===== src/rtl/led_driver_pkg.sv =====
// Shared types and sizing helpers for the LED driver serial controller.
package led_driver_pkg;

    typedef enum logic [1:0] {SH_IDLE, SH_LO, SH_HI, SH_FULL} sh_state_t;
    typedef enum logic [1:0] {GS_RUN, GS_B1, GS_B2} gs_state_t;

    function automatic int frame_gs(input int chips);
        return 192 * chips;
    endfunction

    function automatic int frame_dc(input int chips);
        return 96 * chips;
    endfunction

    function automatic int beat_w(input int chips);
        return $clog2(192 * chips + 1);
    endfunction

endpackage


===== src/rtl/gs_pwm_timer.sv =====
// Grayscale PWM timebase: GSCLK divider, edge counter and BLANK/XLAT sequencing.
module gs_pwm_timer
    import led_driver_pkg::*;
#(
    parameter int GS_BITS   = 12,
    parameter int GSCLK_DIV = 2
) (
    input  logic clk,
    input  logic rst,
    input  logic enable,
    input  logic frame_full,
    output logic gsclk,
    output logic blank,
    output logic xlat
);

    localparam int HALF = GSCLK_DIV / 2;
    localparam int DW = (HALF > 1) ? $clog2(HALF) : 1;
    localparam logic [DW-1:0] DIV_LAST = DW'(HALF - 1);
    localparam logic [DW-1:0] DIV_ONE = DW'(1);
    localparam logic [GS_BITS:0] EDGES = {1'b1, {GS_BITS{1'b0}}};
    localparam logic [GS_BITS:0] EDGE_ONE = (GS_BITS + 1)'(1);

    gs_state_t state, state_n;
    logic [DW-1:0] div_cnt;
    logic [GS_BITS:0] edge_cnt;
    logic gsclk_q;
    logic half_tick;

    assign half_tick = (div_cnt == DIV_LAST);

    always_ff @(posedge clk) begin
        if (rst) state <= GS_B1;
        else     state <= state_n;
    end

    // The cycle ends on the falling half of the last GSCLK pulse, so GSCLK is low in GS_B1.
    always_comb begin
        state_n = state;
        case (state)
            GS_RUN: begin
                if (!enable || (half_tick && gsclk_q && edge_cnt == EDGES)) state_n = GS_B1;
            end
            GS_B1:   state_n = GS_B2;
            GS_B2:   state_n = enable ? GS_RUN : GS_B1;
            default: state_n = GS_B1;
        endcase
    end

    always_ff @(posedge clk) begin
        if (rst || state != GS_RUN || state_n != GS_RUN) begin
            div_cnt  <= '0;
            gsclk_q  <= 1'b0;
            edge_cnt <= '0;
        end else if (half_tick) begin
            div_cnt <= '0;
            gsclk_q <= ~gsclk_q;
            if (!gsclk_q) edge_cnt <= edge_cnt + EDGE_ONE;
        end else begin
            div_cnt <= div_cnt + DIV_ONE;
        end
    end

    assign gsclk = gsclk_q;
    assign blank = (state != GS_RUN);
    assign xlat  = (state == GS_B2) && frame_full;

endmodule


===== src/rtl/led_driver_ctrl.sv =====
// Serial shift controller for a chain of TLC5940-class drivers with PWM timebase,
// boundary-aligned frame latching and XERR monitoring.
module led_driver_ctrl
    import led_driver_pkg::*;
#(
    parameter int LANES     = 12,
    parameter int CHIPS     = 1,
    parameter int GS_BITS   = 12,
    parameter int SCLK_DIV  = 2,
    parameter int GSCLK_DIV = 2
) (
    input  logic             OSC_40,
    input  logic             RESET,
    input  logic             ENABLE,
    input  logic             MODE_SEL,
    input  logic             DATA_VALID,
    output logic             DATA_READY,
    input  logic [LANES-1:0] DATA,
    output logic [LANES-1:0] DRIVER_D,
    output logic             DRIVER_SCLK,
    output logic             DRIVER_GSCLK,
    output logic             DRIVER_BLANK,
    output logic             DRIVER_XLAT,
    output logic             DRIVER_MODE,
    input  logic             DRIVER_XERR,
    input  logic             ERR_CLR,
    output logic             ERR_STICKY,
    output logic             FRAME_DONE
);

    localparam int BW = beat_w(CHIPS);
    localparam logic [BW-1:0] LEN_GS = BW'(frame_gs(CHIPS));
    localparam logic [BW-1:0] LEN_DC = BW'(frame_dc(CHIPS));
    localparam logic [BW-1:0] BEAT_ONE = BW'(1);
    localparam int HALF = SCLK_DIV / 2;
    localparam int SW = (HALF > 1) ? $clog2(HALF) : 1;
    localparam logic [SW-1:0] SUB_LAST = SW'(HALF - 1);
    localparam logic [SW-1:0] SUB_ONE = SW'(1);

    sh_state_t sh_state, sh_state_n;
    logic [BW-1:0] beat_cnt;
    logic [BW-1:0] frame_len;
    logic [SW-1:0] sub_cnt;
    logic [LANES-1:0] d_q;
    logic ready_q, mode_q;
    logic accept, sub_last, beat_last, latch;
    logic xerr_s1, xerr_s2, sticky_q;

    // Valid/ready: a beat transfers on a rising edge where DATA_VALID and DATA_READY are
    // both high; DATA_READY never depends on DATA_VALID, and the beat may wait indefinitely.
    assign accept    = ready_q && DATA_VALID;
    assign sub_last  = (sub_cnt == SUB_LAST);
    assign frame_len = mode_q ? LEN_DC : LEN_GS;
    assign beat_last = ((beat_cnt + BEAT_ONE) == frame_len);

    always_ff @(posedge OSC_40) begin
        if (RESET) begin
            sh_state <= SH_IDLE;
            ready_q  <= 1'b0;
        end else begin
            sh_state <= sh_state_n;
            ready_q  <= (sh_state_n == SH_IDLE);
        end
    end

    always_comb begin
        sh_state_n = sh_state;
        case (sh_state)
            SH_IDLE: if (accept)   sh_state_n = SH_LO;
            SH_LO:   if (sub_last) sh_state_n = SH_HI;
            SH_HI:   if (sub_last) sh_state_n = beat_last ? SH_FULL : SH_IDLE;
            SH_FULL: if (latch)    sh_state_n = SH_IDLE;
            default:               sh_state_n = SH_IDLE;
        endcase
    end

    // Frame length follows the mode captured on beat 0, which is held until the next frame.
    always_ff @(posedge OSC_40) begin
        if (RESET) begin
            beat_cnt <= '0;
            sub_cnt  <= '0;
            d_q      <= '0;
            mode_q   <= 1'b0;
        end else begin
            if (accept) begin
                d_q <= DATA;
                if (beat_cnt == '0) mode_q <= MODE_SEL;
            end
            if (sh_state == SH_LO || sh_state == SH_HI) sub_cnt <= sub_last ? '0 : sub_cnt + SUB_ONE;
            else                                        sub_cnt <= '0;
            if (sh_state == SH_HI && sub_last)          beat_cnt <= beat_cnt + BEAT_ONE;
            else if (sh_state == SH_FULL && latch)      beat_cnt <= '0;
        end
    end

    gs_pwm_timer #(
        .GS_BITS   (GS_BITS),
        .GSCLK_DIV (GSCLK_DIV)
    ) u_pwm (
        .clk        (OSC_40),
        .rst        (RESET),
        .enable     (ENABLE),
        .frame_full (sh_state == SH_FULL),
        .gsclk      (DRIVER_GSCLK),
        .blank      (DRIVER_BLANK),
        .xlat       (latch)
    );

    // XERR is asynchronous; only errors seen while the outputs are active count.
    always_ff @(posedge OSC_40) begin
        if (RESET) begin
            xerr_s1  <= 1'b1;
            xerr_s2  <= 1'b1;
            sticky_q <= 1'b0;
        end else begin
            xerr_s1 <= DRIVER_XERR;
            xerr_s2 <= xerr_s1;
            if (!xerr_s2 && !DRIVER_BLANK) sticky_q <= 1'b1;
            else if (ERR_CLR)              sticky_q <= 1'b0;
        end
    end

    assign DATA_READY  = ready_q;
    assign DRIVER_D    = d_q;
    assign DRIVER_SCLK = (sh_state == SH_HI);
    assign DRIVER_MODE = mode_q;
    assign DRIVER_XLAT = latch;
    assign FRAME_DONE  = latch;
    assign ERR_STICKY  = sticky_q;

endmodule


===== config.mk =====
export PLATFORM = sky130hd
export DESIGN_NAME = led_driver_ctrl
export DESIGN_NICKNAME = d
export VERILOG_FILES = /design/src/rtl/led_driver_pkg.sv /design/src/rtl/gs_pwm_timer.sv /design/src/rtl/led_driver_ctrl.sv
export SDC_FILE = /design/constraint.sdc
export NUM_CORES = 1
export LEC_CHECK = 0
export BUFFER_PORTS_ARGS = -buffer_cell sky130_fd_sc_hd__buf_2
export CORE_UTILIZATION = 40
export CTS_CLUSTER_DIAMETER = 30
export DETAILED_ROUTE_END_ITERATION = 10
export HOLD_SLACK_MARGIN = 0.1
export SLEW_MARGIN = 15
export SYNTH_ARGS = -nofsm -noshare
export SYNTH_HDL_FRONTEND = slang
export SYNTH_HIERARCHICAL = 1
export SYNTH_SLANG_ARGS = --single-unit

===== constraint.sdc =====
create_clock -name OSC_40 -period 2.4 [get_ports OSC_40]
set_clock_uncertainty 0.1 [all_clocks]
set_input_delay 0.36 -clock OSC_40 [delete_from_list [all_inputs] [get_ports OSC_40]]
set_output_delay 0.36 -clock OSC_40 [all_outputs]
set_load 0.05 [all_outputs]

==> results of run 1 <==
## sequential cells by signal (all words and copies together), names as in the netlist
| register | flops |
|---|---|
| DATA_READY | 1 |
| DRIVER_D | 12 |
| DRIVER_MODE | 1 |
| ERR_STICKY | 1 |
| beat_cnt | 8 |
| sh_state | 2 |
| sub_cnt | 1 |
| u_pwm/div_cnt | 1 |
| u_pwm/edge_cnt | 13 |
| u_pwm/gsclk | 1 |
| u_pwm/state | 2 |
| xerr_s1 | 1 |
| xerr_s2 | 1 |
## stage by stage
step	instances	area [um2]
finish	359	2500
global route	359	2500
CTS	359	2500
detailed placement	351	2380
global placement	351	2380
floorplan	253	2180
## kinds of logic (layout without fill, tap and decap cells)
kind of cell | Yosys count | count (layout)
buf+inv | 19 | 55
flops | 45 | 45
compound gates | 43 | 43
fa+ha+maj | 9 | 9
xor+xnor | 15 | 15
other cells | 2 | 2
simple gates | 119 | 119
mux | 1 | 1
## power by group through the flow
stage          combinational, uW  sequential, uW  clock, uW
6_report                     276             812        596
2_1_floorplan                137             900          0
4_1_cts                      280             813        615
3_5_place_dp                 279             830          0
5_1_grt                      305             819        641
3_3_place_gp                 276             829          0
## per-layer routing
| layer | vias to the layer above | wire, um |
|---|---|---|
| met5 | - | 0 |
| met4 | 0 | 61 |
| met3 | 8 | 155 |
| met2 | 27 | 2130 |
| met1 | 812 | 1990 |
| li1 | 925 | - |
## cell usage after synthesis, types with 2 or more instances
cell / count / share of area (%)
a211o_1: 2 / 0.80
a21oi_1: 22 / 5.1
a22oi_1: 2 / 0.69
a31oi_1: 2 / 0.57
and2_1: 2 / 0.57
and3_4: 2 / 1.0
and4_1: 2 / 0.80
and4bb_2: 2 / 1.1
buf_4: 2 / 0.69
buf_6: 2 / 1.0
clkbuf_1: 5 / 0.86
clkbuf_8: 2 / 1.3
conb_1: 2 / 0.34
dfxtp_1: 45 / 41
ha_1: 9 / 5.2
inv_1: 7 / 1.2
nand2_1: 34 / 5.9
nand3_1: 8 / 1.8
nand3b_1: 2 / 0.69
nand4_1: 9 / 2.6
nor2_1: 32 / 5.5
nor2b_1: 4 / 1.1
nor4_1: 2 / 0.57
o21ai_0: 9 / 2.1
or2_2: 3 / 0.86
or2b_2: 2 / 0.80
xor2_1: 13 / 5.2
## final cells by class
class	count	area share, %
Multi-Input combinational cell	189	46.5
Sequential cell	45	36.1
Timing Repair Buffer	40	8.22
Tap cell	70	3.51
Clock buffer	7	3.46
Clock inverter	1	1.20
Inverter	7	1.05
## how the worst min path moves through the flow
stage | endpoint | from | slack, ns | depth (start not counted)
global route | xerr_s1$_SDFF_PP1_ | DRIVER_XERR | 0.14 | 2
global placement | xerr_s2$_SDFF_PP1_ | xerr_s1$_SDFF_PP1_ | 0.29 | 1
detailed placement | xerr_s2$_SDFF_PP1_ | xerr_s1$_SDFF_PP1_ | 0.30 | 1
floorplan | xerr_s2$_SDFF_PP1_ | xerr_s1$_SDFF_PP1_ | 0.29 | 1
CTS | xerr_s1$_SDFF_PP1_ | DRIVER_XERR | 0.14 | 2
finish | xerr_s1$_SDFF_PP1_ | DRIVER_XERR | 0.14 | 2
## worst max-delay path: cells and delay by family, from the launching register on
| family | cells | cell delay, ns |
|---|---|---|
| flip-flops | 1 | 0.49 |
| XOR/XNOR | 1 | 0.16 |
| adder cells (fa/ha/maj) | 1 | 0.28 |
| AO/OA/AOI/OAI | 1 | 0.35 |
| AND/OR/NAND/NOR | 4 | 0.57 |
==> key figures, run 1 <==
Global routing
  • GR peak layer: met2
  • Met1 Track Usage GR: just under 20%
  • Grt met3 use: 5.16%
  • First-pass GRT wire length: about 7.1 mm
  • Routing usage on met2: between 20 and 30%
  • Number of global-route vias before repair: ~1600
  • GRT overflow: 0
  • Initial antenna violation count: 0
  • Total Routing Usage GR: between 10% and 20%
  • Maximum number of pins on one net before global-route repair: 31

Clocking
  • PostCTS Resize Cnt: 0
  • CTS tree: built
  • Cts hold-fix bufs: 0
  • CTS Sinks: 45
  • TritonCTS Buffers: 5
  • Clock slew at reported path FFs: 0.09 ns
  • Clock root buffer master: clkbuf_8
  • H-tree depth: 2
  • Post-CTS setup buffer count: 0
  • Worst-Skew Late Latency: approximately 0.30 ns
  • Deepest clock path buffer count: 2

Drt
  • Iteration-0 DRC Markers: between 40 and 50
  • Post-detailed-routing wire length: roughly 4.3 mm
  • Vias: between 1500 and 2000
  • WL/cell: about 12 um
  • ANT nets after route: 0
  • Detailed Routing Iterations Pass 1: 4
  • Via-per-instance ratio: between 4 and 5
  • Remaining routing DRC violations: 0

Placement
  • GPL Wtd Cong: approximately 0.74
  • HPWL Detailed: between 2 and 3 mm
  • Setup WS pre-CTS: 0.338 ns
  • IO buf count: 38

Pwr
  • Net Sw Power: between 400 and 500 uW
  • Clock network fraction of total power: 35.4%
  • Final Power: 1680 uW
  • Reg power frac: between 40% and 50%
  • Sw Ratio: roughly 28%
  • Power per standard cell area: between 600 and 700 nW/um2
  • Leakage: ~0.001 uW
  • P_int: 1210 uW
  • Logic pwr share: 16.4%
  • IR Drop Worst-Case VDD: roughly 0.34 mV

STA
  • Setup_tns: 0 ns
  • Minimum clock period: 2.08 ns
  • Slew HR: 61.8%
  • Final Hold Viols: 0
  • Crit share post-route: roughly 87%
  • Max Clock Freq: between 400 and 500 MHz
  • RSZ-0062 raised after global routing: no
  • Hold slack final: about 0.14 ns
  • Final setup viols: 0
  • Fin. max-slew vios: 0
  • Setup WS post-layout: ~0.32 ns
  • Slew @ Worst Pin: approximately 0.57 ns

Worst setup path
  • CP Cell Sequence: ha_1 -> and3_4 -> nand3_2 -> xnor2_2 -> nand3_1 -> o311a_1 -> nor3b_2
  • Critical Path AT: roughly 2.2 ns
  • Crit path kind: reg2reg
  • Worst-path maximum fanout: 9
  • Crit path max-delay cell type: dfxtp_1
  • CP startpoint: beat_cnt[0]$_SDFFE_PP0P_
  • End of the worst register-to-register path: DATA_READY$_SDFF_PP0_
  • Reg2Reg Setup Slack: between 0.3 and 0.4 ns
  • Worst setup path endpoint: DATA_READY$_SDFF_PP0_
  • Reg-to-Reg Start: beat_cnt[0]$_SDFFE_PP0P_
  • Critical path's largest stage delay: 0.49 ns
  • Worst Setup End Kind: flip-flop
  • WP data required: 2.47 ns
  • R2R depth: 7
  • Startpoint class of the critical path: flip-flop

Synth
  • Synth Area in Simple Gates: approximately 30%
  • Synth Cell Area: around 2200 um2
  • Post-synthesis instance total: roughly 250
  • Asr flop ratio synth: 0%
  • Synth Area in Adders: between 5 and 6%
  • Avg Inst Size Synth: between 8 and 9 um2
  • Multiplexer share of the synthesized area: less than 1%
  • EDFF count, synth: 0
  • Largest family of logic cells by synthesized area: simple AND/OR/NAND/NOR gates
  • Synth Flop Type: dfxtp_1
  • Synthesis Warnings: 6
  • Number of synthesized register bits: 45
  • Post-synth cell types: 52
  • Synth Net Count: 281
  • Post-synthesis sequential area ratio: 41.4%
  • Synth Area in XOR/XNOR: between 6 and 7%
  • Compound-Gate Fraction of Synth Area: a little under an eighth

Floorplanning
  • Rows: 26
  • Top-level port count: 39
  • Core ar.: 5170 um2
  • Die Ht: about 76 um
  • Die area: roughly 5700 um2
  • Die width: about 76 um
  • Starting Density: 42.1%

Layout
  • Most frequent cells in the layout: dfxtp_1, buf_2, nand2_1
  • Sequential cell area: 901 um2
  • Area grow syn2layout: 14.7%
  • Layout Nets: 316
  • # fillers: roughly 520
  • Most common library cell in the layout ignoring fill and taps: dfxtp_1
  • Layout cells sized above 1: approximately 22%
  • Multi-input logic area: 1160 um2
  • Post-Route Utilization: between 40 and 50%
  • Ant diodes: 0

Status
  • Status: complete, no violations

Flow run
  • Max-cap violations: 0

Min path
  • Type of the worst min-delay path: in2reg
No activity file was read; power rests on OpenSTA's default activity.
==> run 2: changes to the inputs <==
==> constraint.sdc (replaced) <==
create_clock -name OSC_40 -period 2.15 [get_ports OSC_40]
set_clock_uncertainty 0.1 [all_clocks]
set_input_delay 0.3225 -clock OSC_40 [delete_from_list [all_inputs] [get_ports OSC_40]]
set_output_delay 0.3225 -clock OSC_40 [all_outputs]
set_load 0.005 [all_outputs]
==> key figures, run 2 (synthesis gave the netlist of run 1 again) <==
Layout
  • Most common library cell in the layout ignoring fill and taps: dfxtp_1
  • Most frequent cells in the layout: dfxtp_1, buf_2, nand2_1
  • Sequential cell area: 901 um2 (unchanged)
  • Number of flip-flops under the largest register name: 13 (unchanged)
  • Post-Route Utilization: 48.5% (+0.27 points)
  • Layout Nets: 321 (+1.6%)
  • Ant diodes: 0 (unchanged)
  • Largest register by flop count: u_pwm/edge_cnt
  • Cell area after layout: 2510 um2 (+0.55%)
  • Multi-input logic area: 1160 um2 (unchanged)
  • Layout cells sized above 1: 23.5% (+1.1 points)
  • # fillers: 504 (-2.3%)
  • Area grow syn2layout: 15.3%

STA
  • Final Hold Viols: 0 (unchanged)
  • Setup_tns: 0 ns (unchanged)
  • Final setup viols: 0 (unchanged)
  • Slew @ Worst Pin: 0.568 ns (-0.00421 ns)
  • RSZ-0062 raised after global routing: no
  • Slew HR: 62.1% (+0.28 points)
  • Minimum clock period: 1.96 ns (-0.116 ns)
  • Setup WS post-layout: 0.189 ns (-0.134 ns)
  • Crit share post-route: 91.2% (+4.7 points)
  • Fin. max-slew vios: 0 (unchanged)
  • Max Clock Freq: 510 MHz (+5.9%)

Clocking
  • Worst-Skew Late Latency: 0.30 ns (about the same)
  • CTS Sinks: 45 (unchanged)
  • TritonCTS Buffers: 5 (unchanged)
  • H-tree depth: 2 (unchanged)
  • Clock root buffer master: clkbuf_8
  • CTS tree: built
  • PostCTS Resize Cnt: 0 (unchanged)
  • Clock slew at reported path FFs: 0.08 ns (about the same)
  • Deepest clock path buffer count: 2 (unchanged)

Worst setup path
  • Worst-path maximum fanout: 5 (-4)
  • Worst Setup End Kind: flip-flop
  • Startpoint class of the critical path: flip-flop
  • Crit path kind: reg2reg
  • WP data required: 2.22 ns (-0.25 ns)
  • Critical Path AT: 2.03 ns (-0.12 ns)

Global routing
  • GRT overflow: 0 (unchanged)
  • First-pass GRT wire length: 7.26 mm (+2.2%)
  • Total Routing Usage GR: 16.6% (+0.065 points)
  • Initial antenna violation count: 0 (unchanged)
  • Number of global-route vias before repair: 1657 (+5.6%)
  • Maximum number of pins on one net before global-route repair: 31 (unchanged)

Floorplanning
  • Core ar.: 5170 um2 (unchanged)
  • Rows: 26 (unchanged)
  • Starting Density: 42.1% (unchanged)
  • Die area: 5740 um2 (unchanged)
  • Top-level port count: 39 (unchanged)
  • Die width: 75.8 um (unchanged)
  • Die Ht: 75.8 um (unchanged)

Drt
  • WL/cell: 12.0 um (-0.71%)
  • Post-detailed-routing wire length: 4.35 mm (+0.39%)
  • Remaining routing DRC violations: 0 (unchanged)
  • ANT nets after route: 0 (unchanged)
  • Via-per-instance ratio: 4.93 (-0.15%)
  • Detailed Routing Iterations Pass 1: 4 (unchanged)
  • Vias: 1789 (+0.96%)
  • Iteration-0 DRC Markers: 53 (+13%)

Placement
  • GPL Wtd Cong: 0.805 (+8.3%)
  • IO buf count: 38 (unchanged)
  • HPWL Detailed: 3.00 mm (+0.16%)
  • Setup WS pre-CTS: 0.211 ns (-0.127 ns)
  • Cell Area, Placed: 2410 um2 (+1.3%)

Pwr
  • Power per standard cell area: 661 nW/um2 (-2.0%)
  • Net Sw Power: 432 uW (-9.0%)
  • Reg power frac: 54.5% (+6.3 points)
  • IR Drop Worst-Case VDD: 0.376 mV (+10%)
  • Sw Ratio: 26.0% (-2.2 points)
  • Clock network fraction of total power: 32.6% (-2.8 points)
  • Leakage: 0.00103 uW (+1.1%)
  • Logic pwr share: 13.0% (-3.4 points)
  • P_int: 1230 uW (+1.6%)

Min path
  • Type of the worst min-delay path: in2reg

Status
  • Status: complete, no violations

Flow run
  • Max-cap violations: 0 (unchanged)
[run 2: cell type report]
type / count / share of cell area [%]
Multi-Input combinational cell: 189 / 46.2
Sequential cell: 45 / 35.9
Timing Repair Buffer: 45 / 9.77
Tap cell: 70 / 3.49
Clock buffer: 6 / 3.29
Inverter: 7 / 1.05
Clock inverter: 1 / 0.299
[run 2: what timing repair did]
action / 4_1_cts / 5_1_grt
setup buffers: 0 / 0
hold endpoints to repair: 1 / 0
endpoints found under the setup margin: 0 / 0
hold buffers: 1 / 0
[run 2: power groups by stage]
stage | logic [uW] | registers [uW] | clock network [uW]
detailed placement | 215 | 924 | 0
global route | 248 | 913 | 593
CTS | 218 | 905 | 561
floorplan | 135 | 922 | 0
finish | 215 | 904 | 541
global placement | 214 | 923 | 0
[run 2: stage by stage]
stage,hold WS (ns),total power [uW],std cells
after floorplan,0.289,1060,253
after global placement,0.292,1140,355
after detailed placement,0.306,1140,355
after CTS,0.144,1680,363
after global routing,0.152,1750,363
final,0.153,1660,363
[run 2: worst max-delay path: stages, from the launching register on]
cell and delay [ns]:
dfxtp_1 0.41, ha_1 0.21, and3b_1 0.21, and2b_2 0.23
a211o_1 0.30, o21ai_0 0.15, a21oi_1 0.08, nor2b_1 0.14
[run 2: routing by layer]
layer | GRT usage (%) | wire length [um] | vias up
met5 | 0 | 0 | -
met4 | 5.97 | 65 | 0
met3 | 4.23 | 138 | 8
met2 | 28.0 | 2040 | 28
met1 | 20.4 | 2110 | 818
li1 | - | - | 935
[run 2: path summary, 6_finish.rpt]
check,start,endpoint,slack [ns],cells past startpoint
hold reg to reg,xerr_s1$_SDFF_PP1_,xerr_s2$_SDFF_PP1_,0.32,1
setup / recovery,sh_state[1]$_SDFF_PP0_,sh_state[1]$_SDFF_PP0_,0.19,7
hold / removal,DATA[5],DRIVER_D[5]$_SDFFE_PP0P_,0.15,3
setup reg to reg,sh_state[1]$_SDFF_PP0_,sh_state[1]$_SDFF_PP0_,0.19,7
==> run 3: changes to the inputs <==
Settings changed: BUFFER_PORTS_ARGS -buffer_cell sky130_fd_sc_hd__buf_2 to not set, DONT_BUFFER_PORTS set to 1, SYNTH_HIERARCHICAL 1 to not set.
==> key figures, run 3 <==
Drt
  • Via-per-instance ratio: 4.96 (+0.67%)
  • Vias: 1672 (-6.5%)
  • Iteration-0 DRC Markers: 121 (+130%)
  • Detailed Routing Iterations Pass 1: 6 (+2)
  • ANT nets after route: 0 (unchanged)
  • WL/cell: 12.5 um (+4.3%)
  • Post-detailed-routing wire length: 4.21 mm (-3.2%)
  • Remaining routing DRC violations: 0 (unchanged)

STA
  • Slew @ Worst Pin: 1.09 ns (+0.524 ns)
  • Setup_tns: 0 ns (unchanged)
  • Fin. max-slew vios: 0 (unchanged)
  • Setup WS post-layout: 0.165 ns (-0.0236 ns)
  • Crit share post-route: 92.3% (+1.1 points)
  • Final setup viols: 0 (unchanged)
  • Max Clock Freq: 504 MHz (-1.2%)
  • Slew HR: 27.2% (-35 points)
  • Minimum clock period: 1.98 ns (+0.0236 ns)
  • Final Hold Viols: 0 (unchanged)
  • RSZ-0062 raised after global routing: no
  • Hold slack final: 0.134 ns (-0.0192 ns)

Floorplanning
  • Core ar.: 4850 um2 (-6.3%)
  • Die area: 5450 um2 (-5.1%)
  • Starting Density: 42.6% (+0.46 points)
  • Die width: 73.8 um (-2.6%)
  • Top-level port count: 39 (unchanged)
  • Die Ht: 73.8 um (-2.6%)
  • Rows: 25 (-3.8%)

Synth
  • EDFF count, synth: 0 (unchanged)
  • Most frequent cells after synthesis: dfxtp_1, nand2_1, nor2_1, a21oi_1, xor2_1
  • Synth Flop Type: dfxtp_1
  • Synth Cell Area: 2060 um2 (-5.2%)
  • Area leader, netlist: dfxtp_1
  • Post-synth cell types: 40 (-23%)
  • Asr flop ratio synth: 0% (unchanged)
  • Count leader, synth: dfxtp_1
  • Post-synthesis instance total: 253 (unchanged)
  • Synthesis Warnings: 0 (-6)
  • Most area-consuming cells after synthesis: dfxtp_1, nand2_1, a21oi_1
  • Number of synthesized register bits: 45 (unchanged)
  • Top-area cell type share of the netlist area: 43.7% (+2.3 points)
  • Avg Inst Size Synth: 8.16 um2 (-5.2%)
  • Post-synthesis sequential area ratio: 43.7% (+2.3 points)

Placement
  • GPL Wtd Cong: 0.785 (-2.5%)
  • Cell Area, Placed: 2130 um2 (-12%)
  • IO buf count: 0 (-100%)
  • Setup WS pre-CTS: 0.179 ns (-0.0322 ns)
  • HPWL Detailed: 2.75 mm (-8.5%)

Layout
  • Largest register by flop count: u_pwm.edge_cnt
  • Layout Nets: 297 (-7.5%)
  • Cell area after layout: 2420 um2 (-3.7%)
  • Most common library cell in the layout ignoring fill and taps: dfxtp_1
  • Layout cells sized above 1: 7.78% (-16 points)
  • Area grow syn2layout: 17.2%
  • Ant diodes: 0 (unchanged)
  • Most frequent cells in the layout: dfxtp_1, nand2_1, nor2_1
  • Number of flip-flops under the largest register name: 13 (unchanged)

Global routing
  • Number of global-route vias before repair: 1445 (-13%)
  • Maximum number of pins on one net before global-route repair: 29 (-6.5%)
  • Routing usage on met2: 25.3% (-2.7 points)
  • Initial antenna violation count: 0 (unchanged)
  • Total Routing Usage GR: 15.9% (-0.68 points)
  • First-pass GRT wire length: 6.65 mm (-8.4%)
  • GR peak layer: met2
  • Met1 Track Usage GR: 20.9% (+0.50 points)
  • GRT overflow: 0 (unchanged)
  • Grt met3 use: 5.08% (+0.84 points)

Worst setup path
  • R2R depth: 7 (unchanged)
  • Worst path top cell family by delay: simple AND/OR/NAND/NOR gates
  • WP data required: 2.23 ns (about the same)
  • Crit path kind: reg2reg
  • Worst-path maximum fanout: 6 (+1)
  • Crit path max-delay cell type: dfxtp_1
  • Critical Path AT: 2.07 ns (+0.04 ns)
  • Stages on the worst setup path: 7 (unchanged)
  • Worst Setup End Kind: flip-flop
  • Startpoint class of the critical path: flip-flop
  • Critical path's largest stage delay: 0.41 ns (about the same)
  • Buffers plus inverters on the worst setup path: 0 (unchanged)
  • CP Cell Sequence: ha_1 -> and3_1 -> nand3_1 -> xor2_1 -> nor3b_1 -> a31oi_1 -> and3b_1

Clocking
  • CTS tree: built
  • H-tree depth: 2 (unchanged)
  • CTS Sinks: 45 (unchanged)
  • TritonCTS Buffers: 5 (unchanged)
  • Clock slew at reported path FFs: 0.08 ns (about the same)
  • Worst-Skew Late Latency: 0.29 ns (about the same)
  • Clock root buffer master: clkbuf_8
  • Deepest clock path buffer count: 2 (unchanged)
  • Post-CTS setup buffer count: 0 (unchanged)

Flow run
  • Max-cap violations: 0 (unchanged)

Min path
  • WHS Path Cells: 3 (unchanged)
  • Type of the worst min-delay path: in2reg

Pwr
  • Power per standard cell area: 717 nW/um2 (+8.6%)
  • Leakage: 0.000921 uW (-10%)
  • IR Drop Worst-Case VDD: 0.485 mV (+29%)

Status
  • Status: complete, no violations
==> run 3: where the power goes <==
group,switching [uW],internal [uW],total (uW)
clock network,272,461,734
logic,63.9,55.3,119
registers,21.9,860,882
==> run 3: layout make-up <==
cell class              instances  area, um2
clock buffers                   5       68.8
clock inverters                 3       65.1
fillers                       472       2430
inverters                      11       41.3
multi-input cells             187       1070
flip-flops and latches         45        901
well taps                      67       83.8
repair buffers                 19        183
==> run 3: layer usage <==
metal | wire length (um) | share of wire (%)
met4 | 19 | 0.45
met3 | 298 | 7.1
met2 | 1890 | 45
met5 | 0 | 0
met1 | 2000 | 48
==> run 3: path summary, 6_finish.rpt <==
check	startpoint	endpoint	slack, ns
hold reg to reg	xerr_s1$_SDFF_PP1_	xerr_s2$_SDFF_PP1_	0.31
hold / removal	ERR_CLR	ERR_STICKY$_SDFFE_PP0P_	0.13
setup reg to reg	beat_cnt[0]$_SDFFE_PP0P_	DATA_READY$_SDFF_PP0_	0.17
setup / recovery	beat_cnt[0]$_SDFFE_PP0P_	DATA_READY$_SDFF_PP0_	0.17
==> run 3: logic make-up (layout without fill, tap and decap cells) <==
logic type               after synthesis  in the layout  share of synthesized area [%]
XOR/XNOR                              15             15                           6.37
AND/OR/NAND/NOR                      114            114                           26.7
AO/OA/AOI/OAI                         45             45                           12.0
other                                  1              2                          0.182
adder cells (fa/ha/maj)                9              9                           5.46
multiplexers                           2              2                           1.21
buffers and inverters                 22             38                           4.43
flip-flops                            45             45                           43.7
==> run 3: metrics by stage <==
stage	power, uW	utilization (%)	cells
CTS	1760	49.8	337
finish	1730	49.9	337
floorplan	970	-	254
global placement	988	43.9	314
global route	1830	49.9	337
detailed placement	989	43.9	314
==> run 3: worst register-to-register path, stage by stage (launching register included) <==
cell	delay, ns
dfxtp_1	0.41
ha_1	0.24
and3_1	0.23
nand3_1	0.11
xor2_1	0.18
nor3b_1	0.28
a31oi_1	0.14
and3b_1	0.20
==> run 3: timing repair <==
item,CTS,global route
gates resized for setup,0,1
endpoints found under the hold margin,28,0
hold buffers,15,0
setup endpoints to repair,0,14
